$ cat config.mk
export PLATFORM = sky130hd
export DESIGN_NAME = regfile_wb_arbiter
export DESIGN_NICKNAME = d
export VERILOG_FILES = /design/src/rtl/regfile_wb_arbiter.sv
export SDC_FILE = /design/constraint.sdc
export NUM_CORES = 1
export LEC_CHECK = 0
export BUFFER_PORTS_ARGS = -buffer_cell sky130_fd_sc_hd__buf_2
export CAP_MARGIN = 20
export CORE_ASPECT_RATIO = 1.5
export CORE_MARGIN = 3
export CORE_UTILIZATION = 53
export DETAILED_ROUTE_END_ITERATION = 8
export MAX_ROUTING_LAYER = met4
export PLACE_DENSITY_LB_ADDON = 0.3
export SYNTH_ARGS = -nofsm -noshare
export SYNTH_HDL_FRONTEND = slang
export SYNTH_SLANG_ARGS = --single-unit
$ cat constraint.sdc
create_clock -name iCLK -period 4.3 [get_ports iCLK]
set_input_delay 0.86 -clock iCLK [delete_from_list [all_inputs] [get_ports iCLK]]
set_output_delay 0.86 -clock iCLK [all_outputs]
set_load 0.02 [all_outputs]
$ cat src/rtl/regfile_wb_arbiter.sv
// -----------------------------------------------------------------------------
// regfile_wb_arbiter
//
// Arbitrates the single register-file write port between the ALU pipeline
// writeback and results returning from a multi-cycle unit (mul/div/load).
// MDU results are buffered in a 2-entry FIFO.  The ALU normally has priority,
// but a queued MDU result can only be bypassed MAX_WAIT times before the
// arbiter enters FORCE for one cycle, stalls the ALU and issues the FIFO head.
//
// Ports
//   iCLK, iRST        clock, asynchronous active-high reset
//   iAluValid/Rd/Data ALU writeback request
//   oAluStall         ALU request not accepted this cycle (ALU holds it)
//   iMduValid/Rd/Data MDU result, accepted when iMduValid && oMduReady
//   oMduReady         FIFO has room (and not in reset)
//   oRegWrite         registered write enable (rd=0 writes are suppressed)
//   oWriteRegister    registered write address (holds when no write)
//   oWriteData        registered write data    (holds when no write)
//   oMduPending       bit n set while an MDU write to xn is still queued
// -----------------------------------------------------------------------------
module regfile_wb_arbiter #(
    parameter int unsigned MAX_WAIT = 4
) (
    input  logic        iCLK,
    input  logic        iRST,
    input  logic        iAluValid,
    input  logic [4:0]  iAluRd,
    input  logic [31:0] iAluData,
    output logic        oAluStall,
    input  logic        iMduValid,
    input  logic [4:0]  iMduRd,
    input  logic [31:0] iMduData,
    output logic        oMduReady,
    output logic        oRegWrite,
    output logic [4:0]  oWriteRegister,
    output logic [31:0] oWriteData,
    output logic [31:0] oMduPending
);

    localparam logic [3:0] LP_MAX_WAIT = 4'(MAX_WAIT);

    typedef enum logic {
        ST_NORMAL = 1'b0,
        ST_FORCE  = 1'b1
    } state_t;

    state_t      r_state;
    state_t      w_state_next;

    // FIFO storage and bookkeeping
    logic [4:0]  r_fifo_rd   [2];
    logic [31:0] r_fifo_data [2];
    logic        r_head;
    logic [1:0]  r_count;
    logic        w_wr_ptr;

    logic [3:0]  r_wait;
    logic [3:0]  w_wait_next;

    logic        w_push;
    logic        w_pop;
    logic        w_grant_alu;
    logic        w_grant_fifo;
    logic        w_grant;
    logic [4:0]  w_sel_rd;
    logic [31:0] w_sel_data;
    logic        w_do_write;

    logic [31:0] w_pend_entry [2];

    // ------------------------------------------------------------------
    // Handshakes
    // ------------------------------------------------------------------
    assign oMduReady = !iRST && (r_count != 2'd2);
    assign w_push    = iMduValid && oMduReady;
    // Next free slot: head when empty, the other slot when one entry held.
    assign w_wr_ptr  = r_head ^ r_count[0];

    // ------------------------------------------------------------------
    // Grant / next-state / wait counter
    // ------------------------------------------------------------------
    always_comb begin
        w_grant_alu  = 1'b0;
        w_grant_fifo = 1'b0;
        oAluStall    = 1'b0;
        w_state_next = r_state;
        w_wait_next  = r_wait;

        case (r_state)
            ST_NORMAL: begin
                if (iAluValid) begin
                    w_grant_alu = 1'b1;
                end else if (r_count != 2'd0) begin
                    w_grant_fifo = 1'b1;
                end
            end
            ST_FORCE: begin
                w_grant_fifo = (r_count != 2'd0);
                oAluStall    = iAluValid;
                w_state_next = ST_NORMAL;
            end
            default: begin
                w_state_next = ST_NORMAL;
            end
        endcase

        // Counter tracks how many times the current head has been bypassed.
        if (w_grant_fifo || (r_count == 2'd0)) begin
            w_wait_next = 4'd0;
        end else if (r_wait < LP_MAX_WAIT) begin
            w_wait_next = r_wait + 4'd1;
        end

        // Enter FORCE as soon as the bypass count reaches the limit, so the
        // head is issued in the very next cycle (exactly MAX_WAIT bypasses).
        if ((r_state == ST_NORMAL) && (r_count != 2'd0) && !w_grant_fifo &&
            (w_wait_next >= LP_MAX_WAIT)) begin
            w_state_next = ST_FORCE;
        end
    end

    assign w_pop      = w_grant_fifo;
    assign w_grant    = w_grant_alu || w_grant_fifo;
    assign w_sel_rd   = w_grant_alu ? iAluRd   : r_fifo_rd[r_head];
    assign w_sel_data = w_grant_alu ? iAluData : r_fifo_data[r_head];
    // rd=0 requests are consumed but never reach the register file.
    assign w_do_write = w_grant && (w_sel_rd != 5'd0);

    // ------------------------------------------------------------------
    // State, counter, FIFO pointers
    // ------------------------------------------------------------------
    always_ff @(posedge iCLK or posedge iRST) begin
        if (iRST) begin
            r_state <= ST_NORMAL;
            r_wait  <= 4'd0;
            r_head  <= 1'b0;
            r_count <= 2'd0;
        end else begin
            r_state <= w_state_next;
            r_wait  <= w_wait_next;
            r_count <= r_count + {1'b0, w_push} - {1'b0, w_pop};
            if (w_pop) begin
                r_head <= ~r_head;
            end
        end
    end

    // FIFO payload needs no reset: validity is carried by r_count.
    always_ff @(posedge iCLK) begin
        if (w_push) begin
            r_fifo_rd[w_wr_ptr]   <= iMduRd;
            r_fifo_data[w_wr_ptr] <= iMduData;
        end
    end

    // ------------------------------------------------------------------
    // Registered write port
    // ------------------------------------------------------------------
    always_ff @(posedge iCLK or posedge iRST) begin
        if (iRST) begin
            oRegWrite      <= 1'b0;
            oWriteRegister <= 5'd0;
            oWriteData     <= 32'd0;
        end else begin
            oRegWrite <= w_do_write;
            if (w_do_write) begin
                oWriteRegister <= w_sel_rd;
                oWriteData     <= w_sel_data;
            end
        end
    end

    // ------------------------------------------------------------------
    // Pending scoreboard: one-hot rd of each valid entry, x0 excluded.
    // Entry gi is the gi-th oldest, valid when more than gi entries held.
    // ------------------------------------------------------------------
    generate
        for (genvar gi = 0; gi < 2; gi++) begin : g_pend
            logic       w_valid;
            logic [4:0] w_rd;
            assign w_valid = (r_count > 2'(gi));
            assign w_rd    = r_fifo_rd[r_head ^ 1'(gi)];
            assign w_pend_entry[gi] = (w_valid && (w_rd != 5'd0)) ?
                                      (32'd1 << w_rd) : 32'd0;
        end
    endgenerate

    assign oMduPending = w_pend_entry[0] | w_pend_entry[1];

endmodule

==> results.toml, run 1 <==
[worst_setup_path]
critical_path.reg2reg.startpoint = "r_head"
r2r.worst_path.cells = 5
cp_slowest_cell = "sky130_fd_sc_hd__dfrtp_4"
critical-path-max-stage-delay_ps = 740
crit_arrival_ps = 2460
cp_cell_sequence = "mux2i_1, nand2b_1, or4_1, o21ai_0, buf_2"
crit_required_ps = 3440
timing.critical_path.max_delay_family = "simple AND/OR/NAND/NOR gates"
setup.worst_path.start_class = "flop"
endpoint_of_the_worst_register_to_register_path = "oWriteData[23]"
crit_end = "oMduPending[28]"
worstSetupPathType = "reg -> out"
buf_inv_on_cp = 1
worstPathMaxFanout = 47
path_depth = 5
crit_path_end_kind = "output pin"
rrSetupSlack_ps = 1510
critPathLaunch = "r_head"

[global_routing]
global_route.overflow_total = 0
vias_in_the_first_global_route = 4370
grt_start_max_net_pins = 71
antenna_violations_before_repair = 0
globalRouteTotalUtil = 0.247
global_route_wire_length_before_repair_mm = 22.1

[synthesis]
synth_cells = 456
synth_area_per_cell_um2 = 12.4
ys_dominant_reg_cell = "sky130_fd_sc_hd__edfxtp_1"
ys_types = 45
synthesis.area_um2 = 5660
most_frequent_cells_after_synthesis = "sky130_fd_sc_hd__edfxtp_1 (74), sky130_fd_sc_hd__nand2_1 (67), sky130_fd_sc_hd__dfrtp_1 (46)"
ys.warnings.count = 0
postSynthNetCount = 536
postSynthRegisterBits = 120
number_of_enable_flip_flop_cells_after_synthesis = 74
async_reset_ff_frac = 0.383
synth_top_cell_area_share = 0.392
synth_top_cells_by_area = "sky130_fd_sc_hd__edfxtp_1 (39%), sky130_fd_sc_hd__dfrtp_1 (20%), sky130_fd_sc_hd__mux2i_1 (6.9%)"
part_of_the_yosys_area_used_for_sequential_elements = 0.596
synth.most_common_cell = "sky130_fd_sc_hd__edfxtp_1"
synth_top_cell_by_area = "sky130_fd_sc_hd__edfxtp_1"

[clock_tree]
tritoncts = "built"
cts_made_buffers = 17
cts_max_path_buffers = 2
clock_tree.htree_level_count = 4
cts-root-buf = "sky130_fd_sc_hd__clkbuf_16"
clock_insertion_delay_worst_skew_ps = 400
cts_hold_buffers = 0
post_cts.resized_instances = 0
clock_sink_count = 120
cts_setup_buffers = 0
clkTransAtPathRegs_ps = 60

[timing]
setup_viol = 0
finalClockSkew_ps = 7.63
final.hold.worst_slack_ps = 405
max_clock_freq_mhz = 301
finalHoldViolCount = 0
grt_setup_unrepaired = "no"
worst_slew_margin_rel = 0.382
finalCriticalPeriod_ps = 3320
final_max_slew_viol_count = 0
slew_worst_pin_ps = 927
setup_total_negative_slack_ps = 0
min_period_over_period = 0.773

[flow_run]
cap_violations = 0

[layout]
flow.area_growth_from_synthesis_pct = 25.5
filler_cell_count = 759
layout.nets = 680
share_of_layout_cells_above_drive_strength_1 = 0.374
layout.core_utilization = 0.694

[power_and_ir_drop]
switching_power_total_uw = 1840
irDropWorstVdd_uv = 508
power_switching_share = 0.366
clock_power_share = 0.283
power.static_leakage_uw = 0.00311
combPwrFrac = 0.353
p_int_uw = 3190
power.density_cell_area_nw_per_um2 = 707
p_seq_frac = 0.363

[status]
outcome = "complete, no violations"

[place]
placed_wire_length_estimate_after_detailed_placement_mm = 10.1
routabilityCongestion = 0.998
port-buffer-count = 148

[floorplanning]
initial_utilization = 0.553
die_area_um2 = 12000
die_width_um = 90.4
floorplan_die_height_um = 133
placement_rows = 45
pin_count = 150
core_um2 = 10200

[drt]
detail-route-antenna-nets = 0
drt_pre_antenna_iters = 5
detailedRoute.firstIterationViolations = 267
routed_wirelength_mm = 14.0
route.vias.total = 4258
wire_per_inst_um = 18.6
vias_per_cell = 5.64
count_of_unresolved_drc_violations_after_routing = 0

[worst_hold_path]
hold_class = "in -> async"
[kinds of logic (layout without fill, tap and decap cells)]
group	count (synthesis)	in the layout	share of synthesized area
xor gates and xnor gates	5	5	0.00773
and+or+nand+nor	114	114	0.0853
adders and majority gates	2	2	0.00442
muxes	74	74	0.156
AOI/OAI and AO/OA	99	99	0.112
DFF	120	120	0.596
buffers and inverters	41	198	0.0380
other	1	2	0.000662
[power by group through the flow]
| stage | Clock [uW] | Sequential (uW) | Combinational, uW |
|---|---|---|---|
| after CTS | 1450 | 1820 | 1760 |
| final | 1420 | 1830 | 1780 |
| after global placement | 0 | 1820 | 1730 |
| after global routing | 1510 | 1860 | 1910 |
| after detailed placement | 0 | 1840 | 1760 |
| after floorplan | 0 | 1910 | 1160 |
[metrics by stage]
step                total power (uW)  worst slack [ps]  cell area [um2]  instances
finish                          5030               978             7110        755
global route                    5280               808             7110        754
CTS                             5030               987             7090        753
detailed placement              3600              1320             6470        721
global placement                3550              1410             6470        721
floorplan                       3070               845             5660        456
[layout make-up]
type / count / area (um2) / area share
clock inverters: 14 / 160 / 0.0225
repair buffers: 153 / 803 / 0.113
diodes: 1 / 2.50 / 0.000352
inverters: 13 / 48.8 / 0.00686
flip-flops and latches: 120 / 3380 / 0.475
well taps: 141 / 176 / 0.0248
clock buffers: 18 / 450 / 0.0634
multi-input cells: 295 / 2090 / 0.294
[worst min-delay path by stage]
stage	from	endpoint	slack, ps	cells after the start
floorplan	r_wait[2]	r_wait[2]	500	2
global placement	oWriteData[23]	oWriteData[23]	490	1
detailed placement	oWriteData[13]	oWriteData[13]	490	1
CTS	iRST	r_count[1]	400	2
global route	iRST	oWriteData[20]	420	2
finish	iRST	oWriteData[20]	400	2
[per-layer routing]
metal | GRT usage | share of wire | up-vias
met2 | 0.454 | 0.55 | 179
li1 | - | - | 1986
met5 | - | 0 | -
met1 | 0.241 | 0.36 | 2060
met4 | 0.124 | 0.037 | 0
met3 | 0.0529 | 0.044 | 33
[layout by cell type (no fill, tap or decap), drive strengths merged, types with 2 or more instances in the layout]
cell type  instances
nor2              22
a21oi             12
xnor2              4
dfrtp             46
mux2              35
a32oi              3
inv               20
edfxtp            74
nor3               5
or3                2
a32o               2
o21ai             38
o22ai             19
nand3              4
o32ai             11
nor2b              3
ha                 2
a31o               2
nand2b             3
clkinv             4
mux2i             39
and2               3
a221o              3
o31ai              3
buf              153
nand2             67
bufinv             2
clkbuf            18
[state kept, by name, indices dropped and copies added, names as in the netlist]
register        cells
oWriteData         32
oRegWrite           1
r_head              1
r_state             1
r_fifo_rd          10
r_fifo_data        64
r_count             2
r_wait              4
oWriteRegister      5
[worst register-to-register path, delay by kind of cell (launching register included)]
family,cells,cell delay [ps]
multiplexers,3,1100
flip-flops,1,740
AO/OA/AOI/OAI,1,570
buffers and inverters,1,270
(Power assumes the default switching activity.)
==> run 2, diff against run 1 <==
Settings changed: CORE_UTILIZATION 53 to 48.
Clock period 4.3 ns to 2.95 ns, I/O delays scaled along.
==> results.toml, run 2 (synthesis gave the netlist of run 1 again) <==
[flow_run]
cap_violations = 0

[power_and_ir_drop]
power_switching_share = 0.361
p_int_uw = 4560
combPwrFrac = 0.378
irDropWorstVdd_uv = 538
p_seq_frac = 0.362
switching_power_total_uw = 2580
power.density_cell_area_nw_per_um2 = 1000
clock_power_share = 0.259
power.static_leakage_uw = 0.00311

[worst_setup_path]
critical-path-max-stage-delay_ps = 590
buf_inv_on_cp = 1
r2r.worst_path.cells = 5
crit_arrival_ps = 2250
timing.critical_path.max_delay_family = "simple AND/OR/NAND/NOR gates"
worstPathMaxFanout = 22
worstSetupPathType = "reg -> out"
setup.worst_path.start_class = "flop"
crit_path_end_kind = "output pin"
crit_required_ps = 2360
path_depth = 5
cp_cell_sequence = "mux2i_1, nand2b_1, or4_1, o21ai_0, buf_2"
cp_slowest_cell = "sky130_fd_sc_hd__dfrtp_4"

[layout]
stdcell_count = 769
layout_top_registers = "r_fifo_data: 64 flops, oWriteData: 32 flops, r_fifo_rd: 10 flops"
share_of_layout_cells_above_drive_strength_1 = 0.372
layout_commonest_cell = "sky130_fd_sc_hd__buf_2"
flow.area_growth_from_synthesis_pct = 25.7
top_register = "r_fifo_data"
layout.nets = 685
final_cell_mix = "sky130_fd_sc_hd__buf_2 (148), sky130_fd_sc_hd__edfxtp_1 (74), sky130_fd_sc_hd__nand2_1 (67), sky130_fd_sc_hd__dfrtp_1 (45), sky130_fd_sc_hd__mux2i_1 (39)"
final_instance_area_um2 = 7110
largest_register_ffs = 64

[global_routing]
vias_in_the_first_global_route = 4366
globalRouteTotalUtil = 0.220
global_route.overflow_total = 0
antenna_violations_before_repair = 1
grt_start_max_net_pins = 45
global_route_wire_length_before_repair_mm = 21.6

[timing]
setup_ws_ps = 114
min_period_over_period = 0.961
finalClockSkew_ps = 7.72
final_max_slew_viol_count = 0
setup_total_negative_slack_ps = 0
grt_setup_unrepaired = "no"
worst_slew_margin_rel = 0.607
finalHoldViolCount = 0
setup_viol = 0
max_clock_freq_mhz = 353
finalCriticalPeriod_ps = 2840
slew_worst_pin_ps = 590
final.hold.worst_slack_ps = 258

[drt]
vias_per_cell = 5.45
route.vias.total = 4194
wire_per_inst_um = 17.7
routed_wirelength_mm = 13.6
count_of_unresolved_drc_violations_after_routing = 0
detail-route-antenna-nets = 0
drt_pre_antenna_iters = 4
detailedRoute.firstIterationViolations = 192

[place]
placed_wire_length_estimate_after_detailed_placement_mm = 9.90
port-buffer-count = 148
routabilityCongestion = 0.951
placed_cells = 735
postPlaceCellArea_um2 = 6550
worst_slack_after_detailed_placement_ps = 458

[clock_tree]
clock_sink_count = 120
cts-root-buf = "sky130_fd_sc_hd__clkbuf_16"
cts_max_path_buffers = 2
clock_tree.htree_level_count = 4
tritoncts = "built"
clkTransAtPathRegs_ps = 50
cts_made_buffers = 17
cts_hold_buffers = 0
clock_insertion_delay_worst_skew_ps = 400

[floorplanning]
die_area_um2 = 13200
placement_rows = 48
core_um2 = 11500
initial_utilization = 0.491
floorplan_die_height_um = 139
pin_count = 150
die_width_um = 94.7

[worst_hold_path]
hold_class = "in -> async"

[status]
outcome = "complete, no violations"
-- run 2: cell count changes in the layout (fill, tap and decap cells not counted), sizes merged --
cell,before,now
buf,153,158
clkbuf,18,24
bufinv,2,0
inv,20,14
clkinv,4,6
-- run 2: power groups by stage --
stage | Clock [uW] | Combinational [uW] | Sequential (uW)
6_report | 1850 | 2700 | 2590
5_1_grt | 1990 | 2910 | 2640
4_1_cts | 1890 | 2660 | 2620
3_5_place_dp | 0 | 2650 | 2640
3_3_place_gp | 0 | 2600 | 2610
2_1_floorplan | 0 | 1690 | 2790
-- run 2: path summary, 6_finish.rpt --
path,start,to,slack [ps]
worst max-delay path,r_head,oMduPending[28],110
worst min-delay path,iRST,r_head,260
worst max register to register,r_head,r_fifo_data[0][26],540
worst min register to register,oWriteData[24],oWriteData[24],500
max in group asynchronous,iRST,oWriteData[4],1970
min in group iCLK,iMduData[14],r_fifo_data[0][14],380
-- run 2: per-layer routing --
metal  up-vias  wire length (um)  global-route usage
met5         -                 0                   -
met4         0               345              0.0928
met3        20               709              0.0494
met2       163              7390               0.375
met1      2022              5150               0.244
li1       1989                 -                   -
-- run 2: final cells by class --
type / count / area [um2]
multi-input cells: 295 / 2090
clock buffers: 24 / 504
diodes: 1 / 2.50
flip-flops and latches: 120 / 3380
clock inverters: 8 / 43.8
inverters: 13 / 48.8
repair buffers: 158 / 861
well taps: 150 / 188
fillers: 956 / 4420
-- run 2: timing repair --
item | 4_1_cts | 5_1_grt
setup endpoints to repair | 0 | 19
setup buffers | 0 | 1
resized for setup | 0 | 0
-- run 2: stage by stage --
step | util | power [uW]
after CTS | 0.615 | 7170
after floorplan | - | 4480
after detailed placement | 0.568 | 5290
after global routing | 0.617 | 7550
final | 0.617 | 7140
after global placement | 0.568 | 5210
-- run 2: worst register-to-register path: cells and delay by family, from the launching register on --
family	cells	cell delay, ps
and+or+nand+nor	1	360
xor gates and xnor gates	1	250
DFF	1	570
buffers and inverters	3	910
